--- config.mk ---
export PLATFORM = sky130hd
export DESIGN_NAME = truth_table_scanner
export DESIGN_NICKNAME = d
export VERILOG_FILES = /design/src/rtl/truth_table_scanner.sv
export SDC_FILE = /design/constraint.sdc
export NUM_CORES = 1
export LEC_CHECK = 0
export CORE_UTILIZATION = 51
export CTS_CLUSTER_SIZE = 8
export DETAILED_ROUTE_END_ITERATION = 10
export PLACE_DENSITY = 0.79
export SYNTH_ARGS = -nofsm -noshare
export SYNTH_HDL_FRONTEND = slang
export SYNTH_SLANG_ARGS = --single-unit
--- constraint.sdc ---
create_clock -name iClk -period 1.8 [get_ports iClk]
set_input_delay 0.27 -clock iClk [delete_from_list [all_inputs] [get_ports iClk]]
set_output_delay 0.27 -clock iClk [all_outputs]
set_load 0.005 [all_outputs]
--- src/rtl/truth_table_scanner.sv ---
// truth_table_scanner: walks all 16 {A,B,C,D} combinations through an external
// four-input combinational function, samples its Y after a settle window, and
// rebuilds the truth table. It also reports the minterm count and the lowest
// minterm index.
module truth_table_scanner #(
  parameter int SETTLE = 2  // wait cycles per vector before Y is sampled (0..15)
) (
  input  logic        iClk,
  input  logic        iRst,
  input  logic        iStart,
  input  logic        iAbort,
  input  logic        iY,
  output logic        oA,
  output logic        oB,
  output logic        oC,
  output logic        oD,
  output logic        oBusy,
  output logic        oDone,
  output logic [15:0] oTable,
  output logic [4:0]  oOnes,
  output logic [3:0]  oMinIdx,
  output logic        oNone
);

  typedef enum logic [1:0] {
    S_IDLE = 2'd0,
    S_RUN  = 2'd1,
    S_DONE = 2'd2
  } state_t;

  localparam logic [3:0] SETTLE_CNT = 4'(SETTLE);

  state_t      r_state;
  state_t      w_next;
  logic [3:0]  r_idx;
  logic [3:0]  r_cnt;
  logic [3:0]  r_vec;
  logic [15:0] r_table;
  logic [4:0]  r_ones;
  logic [3:0]  r_min_idx;
  logic        r_none;
  logic        r_busy;
  logic        r_done;

  logic w_start;
  logic w_abort;
  logic w_sample;
  logic w_last;

  // Next-state decode plus the one-hot events that steer the datapath.
  always_comb begin
    // NOTE: every signal gets a default first so no path leaves one unassigned
    // and no latch is inferred.
    w_next   = r_state;
    w_start  = 1'b0;
    w_abort  = 1'b0;
    w_sample = 1'b0;
    w_last   = 1'b0;
    case (r_state)
      S_IDLE: begin
        if (iStart) begin
          w_start = 1'b1;
          w_next  = S_RUN;
        end
      end
      S_RUN: begin
        if (iAbort) begin
          w_abort = 1'b1;
          w_next  = S_IDLE;
        end else if (r_cnt == SETTLE_CNT) begin
          w_sample = 1'b1;
          if (r_idx == 4'hF) begin
            w_last = 1'b1;
            w_next = S_DONE;
          end
        end
      end
      S_DONE:  w_next = S_IDLE;
      default: w_next = S_IDLE;
    endcase
  end

  // State register.
  always_ff @(posedge iClk or posedge iRst) begin
    // NOTE: sequential state uses non-blocking assignments so every flop
    // samples pre-edge values regardless of block ordering.
    if (iRst) r_state <= S_IDLE;
    else      r_state <= w_next;
  end

  // Vector index, settle counter and the registered drive to A..D.
  always_ff @(posedge iClk or posedge iRst) begin
    if (iRst) begin
      r_idx <= 4'd0;
      r_cnt <= 4'd0;
      r_vec <= 4'd0;
    end else if (w_start || w_abort) begin
      r_idx <= 4'd0;
      r_cnt <= 4'd0;
      r_vec <= 4'd0;
    end else if (w_sample) begin
      r_cnt <= 4'd0;
      if (w_last) begin
        r_vec <= 4'd0;            // idx stays at 15; drive returns to 0 in DONE
      end else begin
        r_idx <= r_idx + 4'd1;
        r_vec <= r_idx + 4'd1;
      end
    end else if (r_state == S_RUN) begin
      r_cnt <= r_cnt + 4'd1;
    end
  end

  // Result accumulation: table bit, minterm count and first minterm seen.
  always_ff @(posedge iClk or posedge iRst) begin
    if (iRst) begin
      r_table   <= 16'h0000;
      r_ones    <= 5'd0;
      r_min_idx <= 4'd0;
      r_none    <= 1'b1;
    end else if (w_start || w_abort) begin
      r_table   <= 16'h0000;
      r_ones    <= 5'd0;
      r_min_idx <= 4'd0;
      r_none    <= 1'b1;
    end else if (w_sample) begin
      r_table[r_idx] <= iY;
      r_ones         <= r_ones + {4'd0, iY};
      if (iY && r_none) begin
        r_min_idx <= r_idx;
        r_none    <= 1'b0;
      end
    end
  end

  // Status flags registered from the next state so they align with it.
  always_ff @(posedge iClk or posedge iRst) begin
    if (iRst) begin
      r_busy <= 1'b0;
      r_done <= 1'b0;
    end else begin
      r_busy <= (w_next == S_RUN);
      r_done <= (w_next == S_DONE);
    end
  end

  assign {oA, oB, oC, oD} = r_vec;
  assign oBusy            = r_busy;
  assign oDone            = r_done;
  assign oTable           = r_table;
  assign oOnes            = r_ones;
  assign oMinIdx          = r_min_idx;
  assign oNone            = r_none;

endmodule

# Word-level counts from Yosys, hierarchy flattened
# Index checks and enable logic that the tools add are counted.
[totals] in_bits=5 latch_bits=0 ff_bits=42 mem_count=0 mem_bits_ro=0 ramBits=0
[classes] reduce_logical=9 bitwise=0 order_cmp=2 eq_ne=6 n_shift=0 n_mux=38 multipliers=0 addsub=3 div=0
[op_table] op="$mux W4" n=12
[op_table] op="$mux W16" n=2
[op_table] op="$bwmux W16" n=1
[op_table] op="$mux W1" n=15
[op_table] op="$mux W5" n=2
[op_table] op="$add A4 B1 Y4 const B" n=2
[op_table] op="$mux W2" n=4
[op_table] op="$add A5 B1 Y5" n=1
[op_table] op="$lt A4 B5 Y1 const B" n=1
[op_table] op="$demux W1 S4" n=1
[op_table] op="$eq A2 B1 Y1 const B" n=2
[op_table] op="$eq A4 B2 Y1 const B" n=1
[op_table] op="$eq A4 B4 Y1 const B" n=1
[op_table] op="$ge A4 B1 Y1 const B" n=1
[op_table] op="$pmux W2 S2" n=1
[op_table] op="$reduce_and A2 Y1" n=2
[op_table] op="$reduce_bool A2 Y1" n=2
[op_table] op="$reduce_bool A3 Y1" n=1
[op_table] op="$eq A2 B2 Y1 const B" n=1
[op_table] op="$logic_and A1 B1 Y1" n=2
[op_table] op="$logic_not A2 Y1" n=1
[op_table] op="$ne A2 B1 Y1 const B" n=1
[op_table] op="$logic_or A1 B1 Y1" n=1

# Depth between registers and ports, before layout
# Gate-level depths: netlist (run 1).
[logic_depth] word_depth=8 mapped_depth=7

# Worst setup path before layout (run 1)
# OpenSTA, ideal clock, no wires.
[synth_timing] path_kind="flip-flop to flip-flop" start="register r_cnt[0]" end="register r_vec[2]" synth_period_minus_slack_ps=1514 n_path_buf=1 path_slack_ps=286 arrival_time_ps=1420 t_required_ps=1706 path_stages_with_launch=8 cell_sequence="dfrtp_1 inv_1 ha_1 nor3b_4 and2_1 buf_4 nor2_1 a211oi_1"
[synth_via] elab_chain_cells=7 word_cells_on_any_way=11 classes_between="eq/ne: 1; mux: 9; reduce/logical: 1"
[synth_lines] item="start: declaration" line="36" source="logic [3:0] r_cnt;"
[synth_lines] item="start signal: assignment" line="110" source="r_cnt <= r_cnt + 4'd1;"
[synth_lines] item="$eq A4 B2 Y1 *" line="70" source="end else if (r_cnt == SETTLE_CNT) begin"
[synth_lines] item="$mux W1" line="70"
[synth_lines] item="$mux W1" line="67" source="if (iAbort) begin"
[synth_lines] item="$mux W1" line="59" source="case (r_state)"
[synth_lines] item="$mux W4" line="103" source="if (w_last) begin"
[synth_lines] item="$mux W4" line="101" source="end else if (w_sample) begin"
[synth_lines] item="$mux W4" line="97" source="end else if (w_start || w_abort) begin"
[synth_lines] item="end signal: assignment" line="107" source="r_vec <= r_idx + 4'd1;"
[synth_lines] item="end: declaration" line="37" source="logic [3:0] r_vec;"
# Every way passes the cells marked *; elsewhere a longest branch is shown, timed or not. The select of a mux whose other input is x is not followed.
# A chain may end at the register's enable or synchronous reset.

# Worst setup path after layout (run 1)
[layout_timing] start="register r_cnt[0]" end="register r_idx[3]"
[layout_via] elab_chain_cells=6 word_cells_on_any_way=10 classes_between="eq/ne: 2; mux: 6; reduce/logical: 2"
[layout_lines] item="$eq A4 B2 Y1 *" line="70"
[layout_lines] item="$mux W1" line="70"
[layout_lines] item="$mux W1" line="67"
[layout_lines] item="$mux W1" line="59"
[layout_lines] item="$ne A2 B1 Y1 (no source line) / $reduce_bool A2 Y1 (equally long branches)"
[layout_lines] item="$reduce_and A2 Y1 (no source line) *"
[layout_lines] item="end signal: assignment" line="106" source="r_idx <= r_idx + 4'd1;"
[layout_lines] item="end: declaration" line="35" source="logic [3:0] r_idx;"
# Every way passes the cells marked *; elsewhere a longest branch is shown, timed or not.

==> flow_metrics.tcl, run 1 <==
set metrics [dict create \
    run_status "complete, no violations" \
    path_delay_family "flip-flops" \
    syn_area_sq_mm 0.00201 \
    synth_xor_area_share_pct 3.49 \
    slew_violations 0 \
    die_h_um 64.7 \
    rsz0062_at_grt "true" \
    yosys.area.top_type "dfrtp_1" \
    fin_crit_sh_pct 93.2 \
    grt.met1_usage_pct 30.7 \
    finalSetupViolations 0 \
    dr.pass1.iters 4 \
    crit_required_ns 1.98 \
    cts_root_buf "clkbuf_8" \
    ios 37 \
    holdCritPathClass "input port to asynchronous set/reset pin" \
    synth_top_family_by_area "simple AND/OR/NAND/NOR gates" \
    grt_util_met2_pct 34.1 \
    vias_per_cell 5.40 \
    dpl.hpwl_um 3030 \
    grt_pass1_wl_um 7080 \
    h-tree-depth 2 \
    period_needed_ns 1.68 \
    reg2reg_from "r_cnt[0]" \
    synthCells 195 \
    wl_per_cell_um 14.3 \
    die_x_um 64.7 \
    yosys-top-cells-count "dfrtp_1, nand2_1, nand3_1, nor2_1" \
    die_area_sq_mm 0.00419 \
    setup_ws_ns 0.123 \
    grt_util_all_layers_pct 22.8 \
    ys_ff_latch 42 \
    maxCapViolations 0 \
    r2r_end "r_idx[3]" \
    clockPowerShare_pct 30.9 \
    cts_buffer_depth 2 \
    synth_edf_count 0 \
    synth_cell_types 34 \
    yosysMostFrequentCell "dfrtp_1" \
    avgSynthCellArea_sq_um 10.3 \
    core_sq_mm 0.00372 \
    cp.buffers_inverters 2 \
    crit_chain "inv_1, ha_1, nor3b_4, buf_4, nand2_1, o41ai_1, nor2_1" \
    cts_tree "done" \
    critical-path-slowest-cell "dfrtp_1" \
    peakVddDrop_v 0.000596 \
    p_per_area_mw_per_mm2 780 \
    synth_warnings 0 \
    grt_pass1_vias 1525 \
    finalPower_uw 2040 \
    pwr-share-seq_pct 50.5 \
    synth.mux.area_fraction_pct 5.49 \
    start_util_pct 54.0 \
    hold_viol 0 \
    grt_overflow 0 \
    place_ws_ns -0.0502 \
    first_iter_violations 98 \
    gp_congestion 0.960 \
    r2r_setup_slack_ns 0.12 \
    switching_share_pct 27.9 \
    slew_headroom_pct 77.3 \
    synth_compound_area_share_pct 9.73 \
    tightest_slew_ns 0.341 \
    rows 22 \
    grt_max_degree 43 \
    grt_use_met3_pct 4.75 \
    synth_ff_type "dfrtp_1" \
    cp-start-kind "flop" \
    synth_nets 208 \
    area_delta_synth_final_pct 30.3 \
    drc 0 \
    ctsHoldBuffers 0 \
    synthSimpleGateAreaFrac_pct 20.4 \
    cp_data_arrival_time_ns 1.86 \
    crit_type "flop to flop" \
    final_nets 257 \
    ys_top_cells_by_area "dfrtp_1, mux2i_1, nand2_1, ha_1, nand3_1" \
    power.switching_uw 568 \
    grt_antenna_before_repair 0 \
    io_buffers 36 \
    clock-sinks 42 \
    r2r_cells 7 \
    drive_above_1_share_pct 12.2 \
    async_flop_share_pct 100 \
    grt-busiest-layer "met2" \
    num_antenna_cells 0 \
    p_int_uw 1470 \
    p_leak_uw 0.00121 \
    clock_latency_ns 0.30 \
    ys_seq_area_share_pct 52.5 \
    max_stage_delay_ns 0.42 \
    via_count 1581 \
    p_comb_share_pct 18.6 \
    clock_skew_ns 0.00776 \
    drtAntennaViolNets 0 \
    path_max_fanout 9 \
    endpoint_kind "flop" \
    clk_pin_slew_ns 0.08 \
    cts_inserted_buffers 5 \
    netlist.area_leader.share_pct 51.2 \
    timing.fmax_mhz 596 \
    drt_wl_total_um 4180 \
    synthAdderAreaFrac_pct 4.99 \
]
[layout make-up]
cell class	instances	area, sq um
clock buffers	6	82.6
repair buffers	51	485
fillers	299	1100
inverters	7	26.3
flip-flops and latches	42	1050
clock inverters	2	12.5
well taps	48	60.1
multi-input cells	137	893
[cell usage in the layout, fill, tap and decap left out, drive strengths merged, types with 2 or more instances in the layout]
cell type	netlist	routed
a21oi	6	6
nand3	14	14
o21ai	11	11
a211oi	2	2
nor2	14	14
clkbuf	4	6
buf	5	15
nand2	28	28
and2	4	4
a32o	2	2
a21o	2	2
dfrtp	41	41
inv	7	7
xor2	5	5
nand4	8	8
a22o	2	2
nor3b	2	2
o31ai	2	2
mux2i	11	11
ha	8	8
xnor2	3	3
and3	3	3
and4b	2	2
clkdlybuf4s50	0	36
nor2b	2	2
[metrics by stage]
stage / TNS, ns / area [sq um] / utilization (%) / hold slack [ns] / cells
2_1_floorplan: 0 / 2010 / - / 0.475 / 195
3_3_place_gp: -0.00850 / 2510 / 67.5 / 0.482 / 285
3_5_place_dp: -0.237 / 2510 / 67.5 / 0.490 / 285
4_1_cts: 0 / 2600 / 70.1 / 0.335 / 293
5_1_grt: -0.0230 / 2610 / 70.3 / 0.340 / 293
6_report: 0 / 2610 / 70.3 / 0.324 / 293
[power by group through the flow]
stage                     combinational [uW]  sequential, uW  clock [uW]
after floorplan                          221            1040           0
after global placement                   369            1050           0
after detailed placement                 376            1050           0
after CTS                                377            1030         645
after global routing                     425            1040         692
final                                    379            1030         629
[registers in the layout, summed over array words and instances (netlist names)]
name and count:
oTable 16, oOnes 5, oMinIdx 4, r_cnt 4
r_idx 4, r_vec 4, r_state 2, oBusy 1
oDone 1, oNone 1
[cells by family (layout without fill, tap and decap cells)]
family	Yosys count	count (layout)
flip-flops	42	42
multiplexers	11	11
AND/OR/NAND/NOR	80	80
adder cells (fa/ha/maj)	8	8
XOR/XNOR	8	8
AO/OA/AOI/OAI	30	30
buffers and inverters	16	66
[layer usage]
metal / vias to the layer above / wire length, um
li1: 773 / -
met1: 760 / 2020
met2: 40 / 1930
met3: 8 / 138
met4: 0 / 96
met5: - / 0
[worst max-delay path by stage]
stage	from	end	slack, ns	cells past startpoint
5_1_grt	r_cnt[0]	oMinIdx[1]	-0.02	7
3_5_place_dp	iAbort	r_idx[2]	-0.05	7
4_1_cts	r_cnt[0]	r_vec[3]	0.10	6
2_1_floorplan	r_cnt[0]	r_vec[2]	0.29	7
3_3_place_gp	iAbort	r_idx[2]	-0.009	7
6_report	r_cnt[0]	r_idx[3]	0.12	7
[worst register-to-register path: stages (launching register included)]
cell	delay (ns)
dfrtp_1	0.42
inv_1	0.07
ha_1	0.14
nor3b_4	0.21
buf_4	0.19
nand2_1	0.10
o41ai_1	0.34
nor2_1	0.08
[timing repair]
item,CTS,global route
resized for setup,0,3
endpoints found under the setup margin,0,9
setup buffers,0,0
No activity file was read; power rests on OpenSTA's default activity.
==> inputs of run 2 (changes only) <==
- ABC_AREA: unset -> 1
- CORE_UTILIZATION: 51 -> 54
- GPL_ROUTABILITY_DRIVEN: unset -> 1
- PLACE_DENSITY: 0.79 -> 0.81
==> run 2 against run 1 <==
Fmax up 1.6%. Sequential power hardly changed. Flip-flop and latch count unchanged. Total power up 11%. Setup slack better by 0.027 ns. Critical path depth is 2 higher. Critical path type unchanged. Critical endpoint is now r_vec[0]. Largest cell class is now multi-input combinational cells. Largest power group unchanged.
==> flow_metrics.tcl, run 2 <==
set metrics [dict create \
    holdCritPathClass "input port to asynchronous set/reset pin" \
    die_area_sq_mm 0.00471 \
    period_needed_ns 1.65 \
    final_nets 354 \
    synthCells 303 \
    ios 37 \
    die_x_um 68.6 \
    slew_violations 0 \
    multi_input_area_sq_mm 0.00117 \
    area_delta_synth_final_pct 22.8 \
    finalSetupViolations 0 \
    ys_top_cells_by_area "dfrtp_1, nand2_1, nand3_1, nor2_1, ha_1" \
    rows 23 \
    largest_register_ffs 16 \
    synth_warnings 0 \
    clock_latency_ns 0.30 \
    h-tree-depth 2 \
    timing.fmax_mhz 606 \
    cts_root_buf "clkbuf_8" \
    tightest_slew_ns 0.421 \
    drtAntennaViolNets 0 \
    cp_data_arrival_time_ns 1.89 \
    grt_max_degree 43 \
    via_count 2134 \
    hold_viol 0 \
    grt_util_all_layers_pct 25.5 \
    cts_inserted_buffers 5 \
    drc 0 \
    path_max_fanout 8 \
    maxCapViolations 0 \
    start_util_pct 57.9 \
    ys_ff_latch 42 \
    seqCellArea_sq_mm 0.00105 \
    finalPower_uw 2260 \
    cts_buffer_depth 2 \
    p_per_area_mw_per_mm2 767 \
    final_common_cell "nand2_1" \
    drt_wl_total_um 5300 \
    synth_nets 316 \
    grt_antenna_before_repair 0 \
    io_buffers 36 \
    cts_tree "done" \
    layout_common_cells "nand2_1, nand3_1, dfrtp_1" \
    dr.pass1.iters 4 \
    avgSynthCellArea_sq_um 7.92 \
    num_antenna_cells 0 \
    run_status "complete, no violations" \
    crit_required_ns 2.04 \
    dpl.hpwl_um 3720 \
    cp-start-kind "flop" \
    die_h_um 68.6 \
    clock_skew_ns 0.00568 \
    first_iter_violations 115 \
    nFillCells 340 \
    ctsHoldBuffers 0 \
    yosys.area.top_type "dfrtp_1" \
    gp_congestion 0.832 \
    tns_ns 0 \
    yosysMostFrequentCell "nand2_1" \
    wl_per_cell_um 13.5 \
    synth_ff_type "dfrtp_1" \
    grt_overflow 0 \
    post_cts_resized 0 \
    fin_crit_sh_pct 91.7 \
    synth_cell_types 28 \
    slew_headroom_pct 71.8 \
    peakVddDrop_v 0.000499 \
    grt_pass1_wl_um 8850 \
    syn_area_sq_mm 0.00240 \
    rsz0062_at_grt "false" \
    clk_pin_slew_ns 0.08 \
    yosys-top-cells-count "nand2_1, nand3_1, dfrtp_1, nor2_1, inv_1" \
    postCtsSetupBuffers 0 \
    drive_above_1_share_pct 12.3 \
    netlist.area_leader.share_pct 42.8 \
    vias_per_cell 5.44 \
    crit_type "flop to flop" \
    clock-sinks 42 \
    async_flop_share_pct 100 \
    core_sq_mm 0.00414 \
    endpoint_kind "flop" \
    p_leak_uw 0.00147 \
    ys_seq_area_share_pct 43.9 \
    grt_pass1_vias 2031 \
    synth_edf_count 0 \
]
-- run 2: per-stage QoR --
step | hold slack [ns] | utilization (%) | cells | area, sq um | setup WS [ns]
6_report | 0.319 | 71.1 | 392 | 2950 | 0.150
5_1_grt | 0.355 | 71.1 | 392 | 2950 | 0.00509
4_1_cts | 0.333 | 71.0 | 392 | 2940 | 0.0665
3_5_place_dp | 0.458 | 68.3 | 384 | 2830 | 0.0440
3_3_place_gp | 0.454 | 68.3 | 384 | 2830 | 0.0603
2_1_floorplan | 0.456 | - | 303 | 2400 | 0.336
-- run 2: layout make-up --
class,instances,share of cell area (%)
inverters,17,2.25
clock inverters,2,1.27
flip-flops and latches,42,35.7
multi-input cells,228,39.8
well taps,50,2.12
repair buffers,47,16.3
clock buffers,6,2.46
-- run 2: power breakdown --
| part | switching [uW] | internal, uW |
|---|---|---|
| clock | 334 | 414 |
| combinational | 310 | 187 |
| sequential | 32.7 | 979 |
-- run 2: critical path, cell delays in order, from the launching register on --
cell and delay [ns]:
dfrtp_1 0.42, inv_1 0.09, ha_1 0.14, nand2_1 0.09, nor2_4 0.21, nand2_4 0.10
buf_4 0.18, nor2_1 0.18, nand2_1 0.11, nand2_1 0.08
-- run 2: routing by layer --
metal	wire, um	share of wire [%]	GRT usage (%)	vias to the layer above
met2	2650	50	46.2	52
met4	70	1.3	8.59	0
met3	220	4.2	5.10	8
li1	-	-	-	1050
met1	2360	45	29.8	1024
met5	0	0	0	-
-- run 2: logic make-up (layout without fill, tap and decap cells) --
family | after synthesis | count (layout) | share of synthesized area [%]
adder cells (fa/ha/maj) | 8 | 8 | 4.17
AO/OA/AOI/OAI | 7 | 7 | 1.46
XOR/XNOR | 4 | 4 | 1.46
AND/OR/NAND/NOR | 209 | 209 | 41.6
buffers and inverters | 33 | 72 | 7.41
flip-flops | 42 | 42 | 43.9
-- run 2: path summary, 6_finish.rpt --
check,from,end,slack (ns),cells past startpoint
worst min register to register,oTable[11],oTable[11],0.47,2
worst max register to register,r_cnt[0],r_vec[0],0.15,9
worst min-delay path,iRst,oTable[13],0.32,3
worst max-delay path,r_cnt[0],r_vec[0],0.15,9
max in group asynchronous,iRst,oNone,1.21,3
min in group iClk,oTable[11],oTable[11],0.47,2
